`src/rtl/trans_sequencer.sv`:
```
// trans_sequencer: steps the address generator, issues write/read commands per address and counts completed transactions
module trans_sequencer #(
  parameter int ADDR_W = 31,
  parameter int BURST_W = 11,
  parameter int CNT_W = 32
) (
  input  logic               clk_i,
  input  logic               rst_i,
  input  logic               test_start_i,
  input  logic               test_abort_i,
  input  logic [1:0]         test_mode_i,
  input  logic [CNT_W-1:0]   trans_cnt_i,
  input  logic [BURST_W-1:0] burst_len_i,
  input  logic [ADDR_W-1:0]  addr_i,
  output logic               next_addr_en_o,
  output logic               cmd_valid_o,
  input  logic               cmd_ready_i,
  output logic               cmd_op_o,
  output logic [ADDR_W-1:0]  cmd_addr_o,
  output logic [BURST_W-1:0] cmd_burst_o,
  output logic               test_busy_o,
  output logic               test_done_o,
  output logic [CNT_W-1:0]   trans_done_cnt_o
);
  typedef enum logic [2:0] {IDLE, LOAD, ISSUE, WAIT_ADV, DONE} state_t;
  state_t state, state_nx;
  logic [1:0] mode;
  logic [CNT_W-1:0] rem;
  logic go, hs, wr_first, last;
  assign go = state == IDLE && test_start_i && !test_abort_i;
  assign hs = cmd_valid_o && cmd_ready_i;
  assign wr_first = mode == 2'd2 && !cmd_op_o;
  assign last = rem == CNT_W'(1);
  assign cmd_valid_o = state == ISSUE;
  assign test_busy_o = state != IDLE;
  assign test_done_o = state == DONE;
  always_comb begin
    state_nx = state;
    next_addr_en_o = 1'b0;
    case (state)
      IDLE: state_nx = go ? (trans_cnt_i == '0 ? DONE : LOAD) : IDLE;
      LOAD, WAIT_ADV: state_nx = ISSUE;
      ISSUE: if (hs && !wr_first) begin
        state_nx = last ? DONE : WAIT_ADV;
        next_addr_en_o = !last && !test_abort_i;
      end
      default: state_nx = IDLE;
    endcase
    if (test_abort_i) state_nx = IDLE;
  end
  always_ff @(posedge clk_i) begin
    if (rst_i) begin
      state <= IDLE;
      mode <= '0;
      rem <= '0;
      cmd_op_o <= 1'b0;
      cmd_addr_o <= '0;
      cmd_burst_o <= '0;
      trans_done_cnt_o <= '0;
    end else begin
      state <= state_nx;
      if (go) begin
        mode <= test_mode_i;
        rem <= trans_cnt_i;
        cmd_burst_o <= burst_len_i == '0 ? BURST_W'(1) : burst_len_i;
        trans_done_cnt_o <= '0;
      end
      if (state == LOAD || state == WAIT_ADV) begin
        cmd_addr_o <= addr_i;
        cmd_op_o <= mode == 2'd1;
      end
      // the write half of a write-then-read pair only flips the op; the read half completes it
      if (hs && wr_first) cmd_op_o <= 1'b1;
      if (hs && !wr_first) begin
        rem <= rem - 1'b1;
        trans_done_cnt_o <= trans_done_cnt_o + 1'b1;
      end
    end
  end
endmodule

```
`config.mk`:
```
export PLATFORM = sky130hd
export DESIGN_NAME = trans_sequencer
export DESIGN_NICKNAME = d
export VERILOG_FILES = /design/src/rtl/trans_sequencer.sv
export SDC_FILE = /design/constraint.sdc
export NUM_CORES = 1
export LEC_CHECK = 0
export BUFFER_PORTS_ARGS = -buffer_cell sky130_fd_sc_hd__buf_4
export CORE_ASPECT_RATIO = 1.5
export CORE_MARGIN = 2
export CORE_UTILIZATION = 25
export DETAILED_ROUTE_END_ITERATION = 10
export PLACE_DENSITY = 0.44
export SLEW_MARGIN = 15
export SYNTH_ARGS = -nofsm -noshare
export SYNTH_HDL_FRONTEND = slang
export SYNTH_SLANG_ARGS = --single-unit
```
`constraint.sdc`:
```
create_clock -name clk_i -period 5.1 [get_ports clk_i]
set_input_delay 0 -clock clk_i [delete_from_list [all_inputs] [get_ports clk_i]]
set_output_delay 0 -clock clk_i [all_outputs]
set_load 0.05 [all_outputs]
```
==> reports/results.ini, run 1 <==
[timing]
hold_viol_final=0
min_period_ns=2.481
fin_crit_sh_pct=48.65
slew_headroom_pct=43.85
worst-slew-pin-transition_ns=0.8391
finClkSkew_ns=0.008654
timing.hold.ws_ns=0.06929
max_clock_freq_mhz=403.1
rsz0062_at_grt=false
setup-violations-final=0
finalSetupTns_ns=0
drv_slew=0

[yosys]
synth_edf_count=0
synth.avg_cell_area_um2=8.077
ys_types=55
seq_area_frac_synth_pct=43.17
synth-seq-cells=112
synthArstFlopShare_pct=0
yosysTopAreaCellShare_pct=43.17
synthTopCellsByArea=dfxtp_1 (43%), nand2_1 (9.3%), a21oi_1 (6.9%), nor2_1 (3.8%), o211ai_1 (3.0%)
synthTopCellsByCount=nand2_1 (128), dfxtp_1 (112), a21oi_1 (72), nor2_1 (53), clkbuf_1 (34)
yosysMostFrequentCell=nand2_1
synthCells=643
syn_area_um2=5194
synth_ff_type=dfxtp_1
synth_top_area_cell=dfxtp_1
syn_nets=727
ys_warn_count=0

[cells_and_area]
area_growth_syn_to_layout_pct=45.96
stdcell_count=1118
fillers=2091
nNetsFinal=933
diodes=0
drive_above_1_share_pct=24.71
fin_util_pct=37.13

[cts]
cts_max_path_buffers=2
htree_levels=3
clk_latency_ns=0.36
cts_tree=built
clk_pin_slew_ns=0.08
clkSinkCount=112
cts_buffers=9
cts-root-buf=clkbuf_16

[floorplanning]
ioPinCount=160
die_area_um2=21970
die_y_um=180.5
floorplan.initialDensity_pct=25.44
die_w_um=121.7
core_um2=20420
rows=64

[routing]
postRouteAntennaNets=0
drt_iter0_markers=255
vias_per_cell=4.973
vias=5560
dr.pass1.iters=7
wl_mm=17.88
drc=0
wl_per_cell_um=15.99

[critical_path]
cpPeakStageDelay_ns=0.75
cp.arrival_ns=2.73
critPathMaxFanout=8
cp_cell_sequence=nand4bb_1 -> nor4b_2 -> nand3_1 -> nor3_1 -> mux2_2
critPathRequiredTime_ns=5.35
crit_type=reg -> reg
end_kind=flop
cp-start-kind=flop
slowest_stage=nor4b_2

[run_status]
outcome=finished clean

[pwr]
power_w=0.001925
irDropWorstVdd_v=0.0001489
power_density_nw_per_um2=253.9
p_leak_nw=2.811

[global_route]
first_global_vias=5733
overflow=0
antenna_found_initial=0
grt_max_degree=73
grt_usage_pct=16.56
grt_pass1_wl_mm=29.05

[placed_design]
port-buffer-count=159
dp_hpwl_mm=12.72
gp_congestion=0.8116
numPlacedInstances=1032

[flow_run]
max_cap_violations=0

[worst_hold_path]
hp-class=in -> reg

-- final timing paths --
path                                     from                                end  slack [ns]  cells past startpoint
setup reg to reg        state[2]$_SDFFE_PP0P_  trans_done_cnt_o[24]$_SDFFE_PP0P_        2.62                      5
hold reg to reg   cmd_burst_o[7]$_SDFFE_PP0N_        cmd_burst_o[7]$_SDFFE_PP0N_        0.46                      2
setup / recovery        state[2]$_SDFFE_PP0P_  trans_done_cnt_o[24]$_SDFFE_PP0P_        2.62                      5
hold / removal                 trans_cnt_i[3]                rem[3]$_SDFFE_PP0P_        0.07                      4
-- state kept, by name, summed over array words and instances, names as in the netlist --
| register | count |
|---|---|
| cmd_addr_o | 31 |
| cmd_burst_o | 11 |
| cmd_op_o | 1 |
| mode | 2 |
| rem | 32 |
| state | 3 |
| trans_done_cnt_o | 32 |
-- timing repair --
item | CTS | global route
hold endpoints to repair | 72 | 0
buffers inserted | 0 | 0
endpoints found under the setup margin | 0 | 0
hold buffers | 70 | 0
gates resized for setup | 0 | 0
-- cell usage in the layout, fill, tap and decap left out, drive strengths merged, types with 3 or more instances in the layout --
master	instances
nor4	16
buf	165
xnor2	4
o2bb2a	4
or2	7
or4	10
a22oi	5
or3	21
nand2	128
clkbuf	9
mux2	10
ha	3
nor2	55
and4	5
o21ai	6
nand2b	8
inv	9
a31oi	20
o311ai	10
xor2	3
nand3	18
o211ai	21
nor3	12
nor3b	6
a21oi	72
nand4	14
dlygate4sd3	70
dfxtp	112
a211oi	5
-- layout make-up --
type                    count  area [um2]  share of cell area [%]
well taps                 264       330.3                   4.357
clock buffers               9       225.2                   2.971
multi-input cells         485        2766                   36.49
inverters                   6       22.52                  0.2971
flip-flops and latches    112        2242                   29.58
clock inverters             7       55.05                  0.7262
repair buffers            235        1939                   25.58
-- power breakdown --
part | leakage (nW) | switching (W) | internal (W)
logic | 1.77 | 0.000172 | 0.000140
registers | 0.908 | 0.0000203 | 0.000899
clock network | 0.133 | 0.000356 | 0.000338
-- routing by layer --
layer | wire length (um) | vias up | GRT usage (%)
li1 | - | 2753 | -
met1 | 7133 | 2627 | 17.74
met2 | 9654 | 159 | 31.48
met3 | 786 | 21 | 3.513
met4 | 306 | 0 | 5.471
met5 | 0 | - | 0
-- kinds of logic after synthesis --
| kind of cell | after synthesis | share of synthesized area, % |
|---|---|---|
| flip-flops | 112 | 43.17 |
| AO/OA/AOI/OAI | 157 | 19.08 |
| buffers and inverters | 46 | 3.758 |
| adder cells (fa/ha/maj) | 3 | 0.7228 |
| AND/OR/NAND/NOR | 308 | 29.92 |
| XOR/XNOR | 7 | 1.180 |
| multiplexers | 10 | 2.168 |
-- per-stage QoR --
| stage | worst slack [ns] | instance area, um2 |
|---|---|---|
| finish | 2.619 | 7581 |
| global route | 2.303 | 7581 |
| CTS | 2.578 | 7581 |
| detailed placement | 2.620 | 6600 |
| global placement | 2.715 | 6600 |
| floorplan | 2.700 | 5194 |
-- critical path, delay by kind of cell (launching register included) --
kind / cells / cell delay, ns
simple gates: 4 / 1.64
flops: 1 / 0.37
mux: 1 / 0.36
(Power assumes the default switching activity.)
==> inputs of run 2 (changes only) <==
--- a/config.mk
+++ b/config.mk
@@ -10,7 +10,7 @@
 export CORE_MARGIN = 2
 export CORE_UTILIZATION = 25
 export DETAILED_ROUTE_END_ITERATION = 10
-export PLACE_DENSITY = 0.44
+export PLACE_DENSITY = 0.45
 export SLEW_MARGIN = 15
 export SYNTH_ARGS = -nofsm -noshare
 export SYNTH_HDL_FRONTEND = slang
==> constraint.sdc (replaced) <==
create_clock -name clk_i -period 2.1 [get_ports clk_i]
set_input_delay 0 -clock clk_i [delete_from_list [all_inputs] [get_ports clk_i]]
set_output_delay 0 -clock clk_i [all_outputs]
set_load 0.05 [all_outputs]
==> reports/results.ini, run 2 (synthesis gave the netlist of run 1 again) <==
[routing]
dr.pass1.iters=5
wl_mm=18.16
drt_iter0_markers=201
vias_per_cell=4.956
vias=5798
postRouteAntennaNets=0
wl_per_cell_um=15.52
drc=0

[cells_and_area]
layout_commonest_cell=buf_4
regArea_um2=2255
top_regs=rem x32, trans_done_cnt_o x32, cmd_addr_o x31
fillers=2045
diodes=0
multi_input_area_um2=2841
stdcell_count=1170
drive_above_1_share_pct=30.91
area_growth_syn_to_layout_pct=56.49
fin_util_pct=39.80
nNetsFinal=985
layout_common_cells=buf_4 (212), nand2_1 (128), dfxtp_1 (102)

[placed_design]
gp_congestion=0.8081
dp_hpwl_mm=13.22
numPlacedInstances=1079
port-buffer-count=159

[critical_path]
crit_type=reg -> reg
end_kind=flop
cp-start-kind=flop
slowest_stage=or4_4
cp.arrival_ns=2.43
critPathMaxFanout=5
critPathRequiredTime_ns=2.39
cpPeakStageDelay_ns=0.58
cp_cell_sequence=or4_4 -> nor4_4 -> buf_4 -> nand3_2 -> or4_1 -> a31oi_1

[timing]
layout_setup_ws_ns=-0.04420
min_period_ns=2.144
fin_crit_sh_pct=102.1
drv_slew=0
timing.hold.ws_ns=0.06080
setup-violations-final=5
hold_viol_final=0
finClkSkew_ns=0.008049
worst-slew-pin-transition_ns=0.5451
max_clock_freq_mhz=466.4
slew_headroom_pct=63.66
rsz0062_at_grt=true

[run_status]
outcome=finished with violations
violations=negative setup slack

[global_route]
antenna_found_initial=0
first_global_vias=5840
grt_usage_pct=16.55
grt_pass1_wl_mm=29.24
grt_max_degree=47
overflow=0

[floorplanning]
die_w_um=121.7
die_y_um=180.5
floorplan.initialDensity_pct=25.44
rows=64
ioPinCount=160
die_area_um2=21970
core_um2=20420

[cts]
clk_latency_ns=0.35
htree_levels=3
clk_pin_slew_ns=0.08
cts-root-buf=clkbuf_16
cts_buffers=9
cts_tree=built
clkSinkCount=112
cts_max_path_buffers=2

[pwr]
irDropWorstVdd_v=0.0003347
power_w=0.004876
p_leak_nw=3.118
power_density_nw_per_um2=599.9

[worst_hold_path]
hp-class=in -> reg

[flow_run]
max_cap_violations=0

[run 2: changes by cell type in the layout (fill, tap and decap cells not counted), sizes merged]
cell and change:
clkinvlp -2, buf +52, inv -1, bufinv +1
clkbuf +1, clkinv +1
[run 2: layout make-up]
class                   instances  area share [%]
multi-input cells             485           34.96
repair buffers                287           29.33
clock inverters                 6          0.8159
inverters                       6          0.2771
flip-flops and latches        112           27.74
well taps                     264           4.064
clock buffers                  10           2.817
[run 2: path summary, 6_finish.rpt]
path	to	slack, ns	from	cells after the start
setup / recovery	rem[25]$_SDFFE_PP0P_	-0.04	rem[2]$_SDFFE_PP0P_	6
hold / removal	rem[2]$_SDFFE_PP0P_	0.06	trans_cnt_i[2]	4
setup reg to reg	rem[25]$_SDFFE_PP0P_	-0.04	rem[2]$_SDFFE_PP0P_	6
hold reg to reg	cmd_addr_o[29]$_SDFFE_PP0P_	0.46	cmd_addr_o[29]$_SDFFE_PP0P_	2
[run 2: layer usage]
| layer | GRT usage [%] | vias up | wire [um] |
|---|---|---|---|
| met4 | 6.345 | 0 | 420 |
| met2 | 30.56 | 164 | 9611 |
| met5 | 0 | - | 0 |
| li1 | - | 2851 | - |
| met3 | 4.082 | 29 | 905 |
| met1 | 17.80 | 2754 | 7219 |
[run 2: what timing repair did]
item | 4_1_cts | 5_1_grt
endpoints found under the hold margin | 72 | 0
setup endpoints to repair | 9 | 21
pin swaps | 6 | 4
buffers inserted | 3 | 2
hold buffers | 70 | 0
resized for setup | 7 | 9
[run 2: critical path: cells and delay by family, from the launching register on]
kind	cells	cell delay, ns
AND/OR/NAND/NOR	4	1.41
flip-flops	1	0.32
buffers and inverters	1	0.18
AO/OA/AOI/OAI	1	0.16
[run 2: power breakdown]
part	switching (W)	internal [W]	leakage (nW)
sequential	0.0000448	0.00218	0.914
clock	0.000846	0.000935	0.147
combinational	0.000444	0.000424	2.06
total	0.00133	0.00354	3.12
[run 2: per-stage QoR]
stage / instance area (um2) / setup TNS, ns / worst slack (ns)
2_1_floorplan: 5224 / 0 / 0.006547
3_3_place_gp: 7033 / -0.006863 / -0.006863
3_5_place_dp: 7033 / -0.1238 / -0.04261
4_1_cts: 8073 / -0.1815 / -0.04109
5_1_grt: 8128 / -1.061 / -0.1365
6_report: 8128 / -0.1329 / -0.04420
